### config.mk
export PLATFORM = sky130hd
export DESIGN_NAME = text_buffer_ctrl
export DESIGN_NICKNAME = d
export VERILOG_FILES = /design/src/rtl/text_buffer_ctrl.sv
export SDC_FILE = /design/constraint.sdc
export NUM_CORES = 2
export LEC_CHECK = 0
export CORE_MARGIN = 4
export CORE_UTILIZATION = 45
export CTS_CLUSTER_DIAMETER = 150
export CTS_CLUSTER_SIZE = 40
export DETAILED_ROUTE_END_ITERATION = 10
export SYNTH_ARGS = -nofsm -noshare
export SYNTH_HDL_FRONTEND = slang
export SYNTH_SLANG_ARGS = --single-unit
export TNS_END_PERCENT = 20
### constraint.sdc
create_clock -name iVGA_CLK -period 9.2 [get_ports iVGA_CLK]
set_clock_uncertainty 0.2 [all_clocks]
set_input_delay 2.3 -clock iVGA_CLK [delete_from_list [all_inputs] [get_ports iVGA_CLK]]
set_output_delay 2.3 -clock iVGA_CLK [all_outputs]
set_load 0.01 [all_outputs]
### src/rtl/text_buffer_ctrl.sv
// Character buffer for the VGA text overlay: console-style stream port, random-access port,
// registered renderer read port, and internal multi-cycle clear/scroll sequences.
module text_buffer_ctrl #(
  parameter int COLS   = 21,
  parameter int ROWS   = 12,
  parameter int ADDR_W = 9
) (
  input  logic              iVGA_CLK,
  input  logic              iRST_n,
  input  logic              cVS,
  input  logic              frame_lock,
  input  logic              s0_valid,
  output logic              s0_ready,
  input  logic [7:0]        s0_char,
  input  logic              s1_valid,
  output logic              s1_ready,
  input  logic [ADDR_W-1:0] s1_addr,
  input  logic [7:0]        s1_char,
  input  logic              clr_req,
  input  logic [ADDR_W-1:0] rd_addr,
  output logic [7:0]        rd_char,
  output logic [ADDR_W-1:0] cursor,
  output logic              busy,
  output logic              err,
  output logic [1:0]        dbg_state_o
);

  localparam int N     = COLS * ROWS;
  localparam int IDX_W = $clog2(N);
  localparam int COL_W = $clog2(COLS);
  localparam int ROW_W = $clog2(ROWS);

  localparam logic [ADDR_W-1:0] N_A       = ADDR_W'(N);
  localparam logic [ADDR_W-1:0] LAST_A    = ADDR_W'(N - 1);
  localparam logic [ADDR_W-1:0] COLS_A    = ADDR_W'(COLS);
  localparam logic [ADDR_W-1:0] LASTROW_A = ADDR_W'(N - COLS);
  localparam logic [COL_W-1:0]  LAST_COL  = COL_W'(COLS - 1);
  localparam logic [ROW_W-1:0]  LAST_ROW  = ROW_W'(ROWS - 1);

  typedef enum logic [1:0] {S_IDLE = 2'd0, S_CLEAR = 2'd1, S_SCROLL = 2'd2} state_t;

  state_t            state_q, state_d;
  logic [7:0]        mem_q [N];
  logic [ADDR_W-1:0] cnt_q, cnt_d;
  logic [ADDR_W-1:0] cursor_q, cursor_d;
  logic [COL_W-1:0]  col_q, col_d;
  logic [ROW_W-1:0]  row_q, row_d;
  logic              rr_q, rr_d;
  logic              pend_q, pend_d;
  logic              err_q, err_d;
  logic [7:0]        rd_q;

  logic              we;
  logic [IDX_W-1:0]  waddr;
  logic [7:0]        wdata;
  logic              can_xfer, go0, go1;
  logic [IDX_W-1:0]  src_idx;
  logic [ADDR_W-1:0] cur_dec;

  // Handshake: a word moves on a rising edge where valid && ready. Ready is combinational and
  // never depends on the transfer itself; with both ports valid exactly one ready is high.
  assign can_xfer = iRST_n && (state_q == S_IDLE) && !clr_req && !pend_q &&
                    (!frame_lock || !cVS);
  assign s0_ready = can_xfer && (!rr_q || !s1_valid);
  assign s1_ready = can_xfer && (rr_q || !s0_valid);
  assign go0      = s0_valid && s0_ready;
  assign go1      = s1_valid && s1_ready;

  assign src_idx = cnt_q[IDX_W-1:0] + IDX_W'(COLS);
  assign cur_dec = cursor_q - 1'b1;

  always_comb begin
    state_d  = state_q;
    cnt_d    = cnt_q;
    cursor_d = cursor_q;
    col_d    = col_q;
    row_d    = row_q;
    rr_d     = rr_q;
    pend_d   = pend_q;
    err_d    = 1'b0;
    we       = 1'b0;
    waddr    = cursor_q[IDX_W-1:0];
    wdata    = 8'h00;
    case (state_q)
      S_IDLE: begin
        if (clr_req || pend_q) begin
          state_d  = S_CLEAR;
          cnt_d    = '0;
          cursor_d = '0;
          col_d    = '0;
          row_d    = '0;
          pend_d   = 1'b0;
        end else if (go0) begin
          rr_d = ~rr_q;
          if (s0_char >= 8'h20 && s0_char <= 8'h7E) begin
            we    = 1'b1;
            wdata = s0_char;
            if (cursor_q == LAST_A) begin
              state_d = S_SCROLL;
              cnt_d   = '0;
            end else begin
              cursor_d = cursor_q + 1'b1;
              if (col_q == LAST_COL) begin
                col_d = '0;
                row_d = row_q + 1'b1;
              end else begin
                col_d = col_q + 1'b1;
              end
            end
          end else if (s0_char == 8'h0A) begin
            if (row_q == LAST_ROW) begin
              state_d = S_SCROLL;
              cnt_d   = '0;
            end else begin
              cursor_d = cursor_q + COLS_A - ADDR_W'(col_q);
              col_d    = '0;
              row_d    = row_q + 1'b1;
            end
          end else if (s0_char == 8'h08 && cursor_q != '0) begin
            we       = 1'b1;
            waddr    = cur_dec[IDX_W-1:0];
            cursor_d = cur_dec;
            if (col_q == '0) begin
              col_d = LAST_COL;
              row_d = row_q - 1'b1;
            end else begin
              col_d = col_q - 1'b1;
            end
          end
        end else if (go1) begin
          rr_d = ~rr_q;
          if (s1_addr < N_A) begin
            we    = 1'b1;
            waddr = s1_addr[IDX_W-1:0];
            wdata = s1_char;
          end else begin
            err_d = 1'b1;
          end
        end
      end
      S_CLEAR: begin
        we    = 1'b1;
        waddr = cnt_q[IDX_W-1:0];
        cnt_d = cnt_q + 1'b1;
        if (cnt_q == LAST_A) state_d = S_IDLE;
      end
      S_SCROLL: begin
        we    = 1'b1;
        waddr = cnt_q[IDX_W-1:0];
        wdata = (cnt_q < LASTROW_A) ? mem_q[src_idx] : 8'h00;
        cnt_d = cnt_q + 1'b1;
        if (clr_req) pend_d = 1'b1;
        // A clear requested mid-scroll starts on the same edge the scroll finishes.
        if (cnt_q == LAST_A) begin
          cnt_d = '0;
          if (clr_req || pend_q) begin
            state_d  = S_CLEAR;
            cursor_d = '0;
            col_d    = '0;
            row_d    = '0;
            pend_d   = 1'b0;
          end else begin
            state_d  = S_IDLE;
            cursor_d = LASTROW_A;
            col_d    = '0;
            row_d    = LAST_ROW;
          end
        end
      end
      default: state_d = S_IDLE;
    endcase
  end

  always_ff @(posedge iVGA_CLK or negedge iRST_n) begin
    if (!iRST_n) begin
      state_q  <= S_IDLE;
      cnt_q    <= '0;
      cursor_q <= '0;
      col_q    <= '0;
      row_q    <= '0;
      rr_q     <= 1'b0;
      pend_q   <= 1'b0;
      err_q    <= 1'b0;
      rd_q     <= 8'h00;
      for (int i = 0; i < N; i++) mem_q[i] <= 8'h00;
    end else begin
      state_q  <= state_d;
      cnt_q    <= cnt_d;
      cursor_q <= cursor_d;
      col_q    <= col_d;
      row_q    <= row_d;
      rr_q     <= rr_d;
      pend_q   <= pend_d;
      err_q    <= err_d;
      // Sampled before this edge's write lands, so the renderer sees read-before-write data.
      rd_q     <= (rd_addr < N_A) ? mem_q[rd_addr[IDX_W-1:0]] : 8'h00;
      if (we) mem_q[waddr] <= wdata;
    end
  end

  assign rd_char     = rd_q;
  assign cursor      = cursor_q;
  assign busy        = (state_q != S_IDLE);
  assign err         = err_q;
  assign dbg_state_o = state_q;

endmodule

# Word level (Yosys, flattened, before mapping)
# Cells that the tools add are included.
# word_totals
ff_bits	2056
output_inout_bits	23
elab_cells	437
# op_classes
n_addsub	10
n_lt_le_gt_ge	9
n_eq_ne	20
mux	96
n_bitwise	5
n_reduce_logical	36
# op_table
cell	n
$bwmux 2016	1
$mux 8	20
$mux 9	15
$bmux 8 s8	2
$demux 8 s8	1
$mux 5	10
$mux 4	11
$pmux 8 s2	2
$ge 9x9->1 const B	3
$lt 9x8->1 const B	3
$not 8->9	3
$pmux 9 s3	1
$mux 1	19
$add 9x1->9 const B	2
$eq 9x8->1 const B	2
$pmux 9 s2	1
$eq 8x4->1 const B	2
$mux 2	8
$reduce_and 6->1	2
$logic_and 1x1->1	11
$ne 5x1->1 const B	2
$pmux 5 s2	1
$add 9x5->9 const B	1
$lt 9x1->1 const B	1
36 further kinds	52

# Longest topological paths before layout
# logic_depth
word_depth	17
ltp_mapped	16
mapped_depth_nobuf	13

# Worst setup path before layout
# OpenSTA, ideal clock, no wires.
# synth_path
kind	input to register
from	input rd_addr[0]
to	register rd_q[4], in the netlist rd_char[4]
setup_ps	144
arrival_ps	5436
required_time_ps	8856
setup_slack_ps	3420
stages	11
path_buffers	4
cell_sequence	clkbuf_1 -> buf_1 -> clkbuf_1 -> clkbuf_1 -> mux4_2 -> mux2i_1 -> o22ai_1 -> mux4_2 -> mux2_2 -> nand3_1 -> o31ai_1
# synth_between
elab_chain_cells	5
# synth_lines
element	line	rtl
from (decl)	20	input logic [ADDR_W-1:0] rd_addr,
$not 8->9 (implied by the code)	196	rd_q <= (rd_addr < N_A) ? mem_q[rd_addr[IDX_W-1:0]] : 8'h00;
$bmux 8 s8	196	
$mux 8 (implied by the code) (2 in a row)	196	
$mux 8 *	196	
to (signal assigned)	196	
to (decl)	51	logic [7:0] rd_q;
# Every way passes the cells marked *; elsewhere a longest branch is shown, timed or not. The select of a mux whose other input is x is not followed.
# A chain may end at the register's enable or synchronous reset.

# Final worst setup path
# layout_path
from	register cnt_q[0]
to	register mem_q[110] (netlist bit)
# layout_between
elab_chain_cells	8
# layout_lines
element	line	rtl
from (decl)	44	logic [ADDR_W-1:0] cnt_q, cnt_d;
from (signal assigned)	188	cnt_q <= cnt_d;
$add 8x5->8	69	assign src_idx = cnt_q[IDX_W-1:0] + IDX_W'(COLS);
$not 8->9 (implied by the code)	150	wdata = (cnt_q < LASTROW_A) ? mem_q[src_idx] : 8'h00;
$bmux 8 s8	150	
$mux 8 (implied by the code) (2 in a row)	150	
$mux 8	150	
$pmux 8 s2	84	case (state_q)
$bwmux 2016 *	197	if (we) mem_q[waddr] <= wdata;
to (signal, indexed assignment)	197	
to (decl)	43	logic [7:0] mem_q [N];
# Marks and branches as above.

==> results.py <==
metrics = {
    "critical_path": {
        "r2r_cells": 12,
        "path_depth": 12,
        "rrSetupSlack_ns": 1.99,
        "worst_path_largest_cell_delay_ns": 0.79,
        "cp.required_ns": 9.76,
        "cp_num_buf_inv": 3,
        "crit_top_cell": "buf_4",
        "cp_max_fo": 220,
        "end_kind": "flop",
        "slowest_stage": "nand2_1",
        "r2r-start": "cnt_q[0]",
        "path_class": "flop to flop",
        "critPathArrivalTime_ns": 7.77,
        "worstPathCellList": "ha_4, o21ai_0, xnor2_2, buf_4, nand2_1, buf_4, a21oi_1, or4_1, o2111ai_1, o211ai_4, buf_12, mux2_2",
        "worstSetupStartpointType": "flop",
        "rr_endpoint": "mem_q[110]",
        "cp_top_family": "compound AO/OA/AOI/OAI gates",
    },
    "synthesis": {
        "synth_edf_count": 0,
        "ys_ff_latch": 2056,
        "ys_top_cells_by_count": "dfrtp_1 (2056), mux2_2 (2016), mux4_2 (1224), clkbuf_1 (379), nand2_1 (237)",
        "synth-compound-area-share_pct": 2.01,
        "synthAdderAreaFrac_pct": 0.362,
        "syn_inst": 7234,
        "synth.mux.area_fraction_pct": 45.4,
        "synth.area.top_cells": "dfrtp_1 (46%), mux4_2 (24%), mux2_2 (20%), clkbuf_1 (1.3%), nand2_1 (0.79%)",
        "synthSimpleGateAreaFrac_pct": 3.89,
        "synth.avg_cell_area_sq_um": 15.6,
        "synth-xor-area-share_pct": 0.155,
        "yosys_most_used_dff": "dfrtp_1",
        "async_reset_ff_share_pct": 100,
        "synth-seq-area-share_pct": 45.7,
        "synth_top_family_by_area": "multiplexers",
        "yosys_warnings": 0,
        "synth_cell_types": 93,
        "yosys.area.top_type": "dfrtp_1",
        "synth_top_area_share_pct": 45.7,
        "synthesis.area_sq_mm": 0.113,
        "synth.most_common_cell": "dfrtp_1",
        "syn_nets": 7307,
    },
    "timing": {
        "setup_viol": 0,
        "timing.final.max_slew_violations": 8,
        "fin_ws_ns": 1.99,
        "final.setup.tns_ns": 0,
        "fin_crit_ns": 7.21,
        "fin_crit_sh_pct": 78.3,
        "tightest_slew_ns": 1.51,
        "rsz0062_at_grt": "false",
        "max_freq_mhz": 139,
        "slew_headroom_pct": -0.949,
        "finalHoldViolCount": 0,
    },
    "power_and_ir_drop": {
        "p_comb_share_pct": 27.4,
        "p_int_mw": 11.9,
        "p_sw_share_pct": 35.2,
        "power_frac_seq_pct": 50.6,
        "pwr-share-clk_pct": 22.1,
        "p_leak_nw": 52.4,
        "powerDensity_mw_per_mm2": 155,
        "ir_drop_v": 0.000215,
        "p_sw_mw": 6.48,
    },
    "clock_network": {
        "cts_tree": "yes",
        "clk_transition_reported_paths_ns": 0.15,
        "htree_levels": 2,
        "cts-root-buf": "clkbuf_16",
        "cts_buffer_depth": 3,
        "clock_latency_ns": 0.84,
        "cts_resized": 0,
        "cts.sinks": 2056,
        "postCtsSetupRepairBufs": 0,
        "ctsHoldBuffers": 0,
        "numCtsBuffers": 58,
    },
    "hold_path": {
        "min_to": "mem_q[145]",
        "min_from": "mem_q[145]",
        "hold_path.class": "flop to flop",
        "min_path_cells": 1,
    },
    "floorplan": {
        "pin_count": 64,
        "die_h_um": 508,
        "dieArea_sq_mm": 0.258,
        "rows": 183,
        "initial_utilization_pct": 45.3,
        "fp.coreArea_sq_mm": 0.249,
        "fp.dieW_um": 508,
    },
    "placement": {
        "io_buffers": 63,
        "hpwl_um": 237000,
        "place_area_sq_mm": 0.117,
        "gp_congestion": 0.896,
        "preCtsSetupSlack_ns": 1.34,
        "dp.cells": 10200,
    },
    "global_route": {
        "grt-ovfl-total": 0,
        "grt_pass1_vias": 71619,
        "grt.total_usage_pct": 28.3,
        "grt_max_degree": 221,
        "grt_pass1_wl_um": 535000,
        "antenna_found_initial": 19,
    },
    "route": {
        "drt_iter0_markers": 7038,
        "detail-route-antenna-nets": 0,
        "firstDrtPassIters": 5,
        "vias": 70290,
        "routedWlPerCell_um": 35.7,
        "drc": 0,
        "postRouteWirelength_um": 367000,
        "routed_via_density": 6.84,
    },
    "cells_and_area": {
        "drive_gt1_share_pct": 53.2,
        "final_nets": 7003,
        "fin_util_pct": 47.7,
        "layoutNonFillerInstCount": 10279,
        "syn_to_final_growth_pct": 5.47,
        "fin_area_sq_mm": 0.119,
    },
    "status": {
        "outcome": "finished with violations",
        "failed_checks": "capacitance limit, slew limit",
    },
    "flow_run": {
        "maxCapViolCount": 1,
    },
}
-- worst reg2reg max path: cells and delay by family (launching register included) --
kind	cells	cell delay, ns
buffers and inverters	3	1.74
flip-flops	1	0.75
AO/OA/AOI/OAI	4	2.06
AND/OR/NAND/NOR	2	1.08
XOR/XNOR	1	0.20
adder cells (fa/ha/maj)	1	0.32
multiplexers	1	0.81
-- how the worst max path moves through the flow --
| stage | slack (ns) | end | startpoint |
|---|---|---|---|
| finish | 1.99 | mem_q[110] | cnt_q[0] |
| global route | 1.85 | mem_q[481] | clr_req |
| CTS | 2.26 | mem_q[220] | clr_req |
| detailed placement | 1.34 | mem_q[220] | clr_req |
| global placement | 1.41 | mem_q[218] | clr_req |
| floorplan | 3.42 | rd_char[4] | rd_addr[0] |
-- per-stage QoR --
stage	hold slack, ns	power [mW]
CTS	0.342	18.5
global route	0.348	19.0
floorplan	0.277	12.4
global placement	0.294	14.4
detailed placement	0.309	14.5
finish	0.340	18.4
-- metal layers --
metal  wire, um  track usage (%)  vias to the layer above
met5        242            0.611                        -
met4      15000             10.0                        8
met3      28900             6.00                      580
met2     171000             43.5                     2890
met1     153000             40.1                    39118
li1           -                -                    27694
-- sequential cells by signal, indices dropped and copies added (netlist names) --
| register | cells |
|---|---|
| rr_q | 1 |
| cnt_q | 9 |
| pend_q | 1 |
| cursor | 9 |
| dbg_state_o | 2 |
| row_q | 4 |
| rd_char | 8 |
| col_q | 5 |
| mem_q | 2016 |
| err | 1 |
-- power by group through the flow --
stage	logic [mW]	registers (mW)	clock network, mW
global placement	4.98	9.46	0
CTS	5.01	9.29	4.17
global route	5.27	9.32	4.43
detailed placement	5.00	9.46	0
finish	5.03	9.30	4.06
floorplan	3.07	9.37	0
-- cell type report --
| type | instances | area (sq um) |
|---|---|---|
| antenna | 14 | 35.0 |
| clock buffer | 60 | 1480 |
| clock inverter | 5 | 90.1 |
| fill | 21161 | 130000 |
| inverter | 36 | 135 |
| multi-input combinational | 4492 | 58600 |
| sequential | 2056 | 51500 |
| tap | 3330 | 4170 |
| timing repair buffer | 286 | 2820 |
-- cells in the final DEF, fill, tap and decap left out, types with 55 or more instances in the layout --
cell type	instances
nand2_1	236
clkbuf_16	59
mux2i_1	83
buf_4	185
nor2_1	119
mux2_2	2016
dfrtp_1	2055
nand3_1	128
a21oi_1	60
clkdlybuf4s50_1	55
mux4_2	1224
-- cells by family after synthesis --
group	count (synthesis)
flip-flops	2056
AO/OA/AOI/OAI	327
adder cells (fa/ha/maj)	32
buffers and inverters	686
multiplexers	3327
AND/OR/NAND/NOR	786
XOR/XNOR	20
Power figures use the tool's default switching activity.
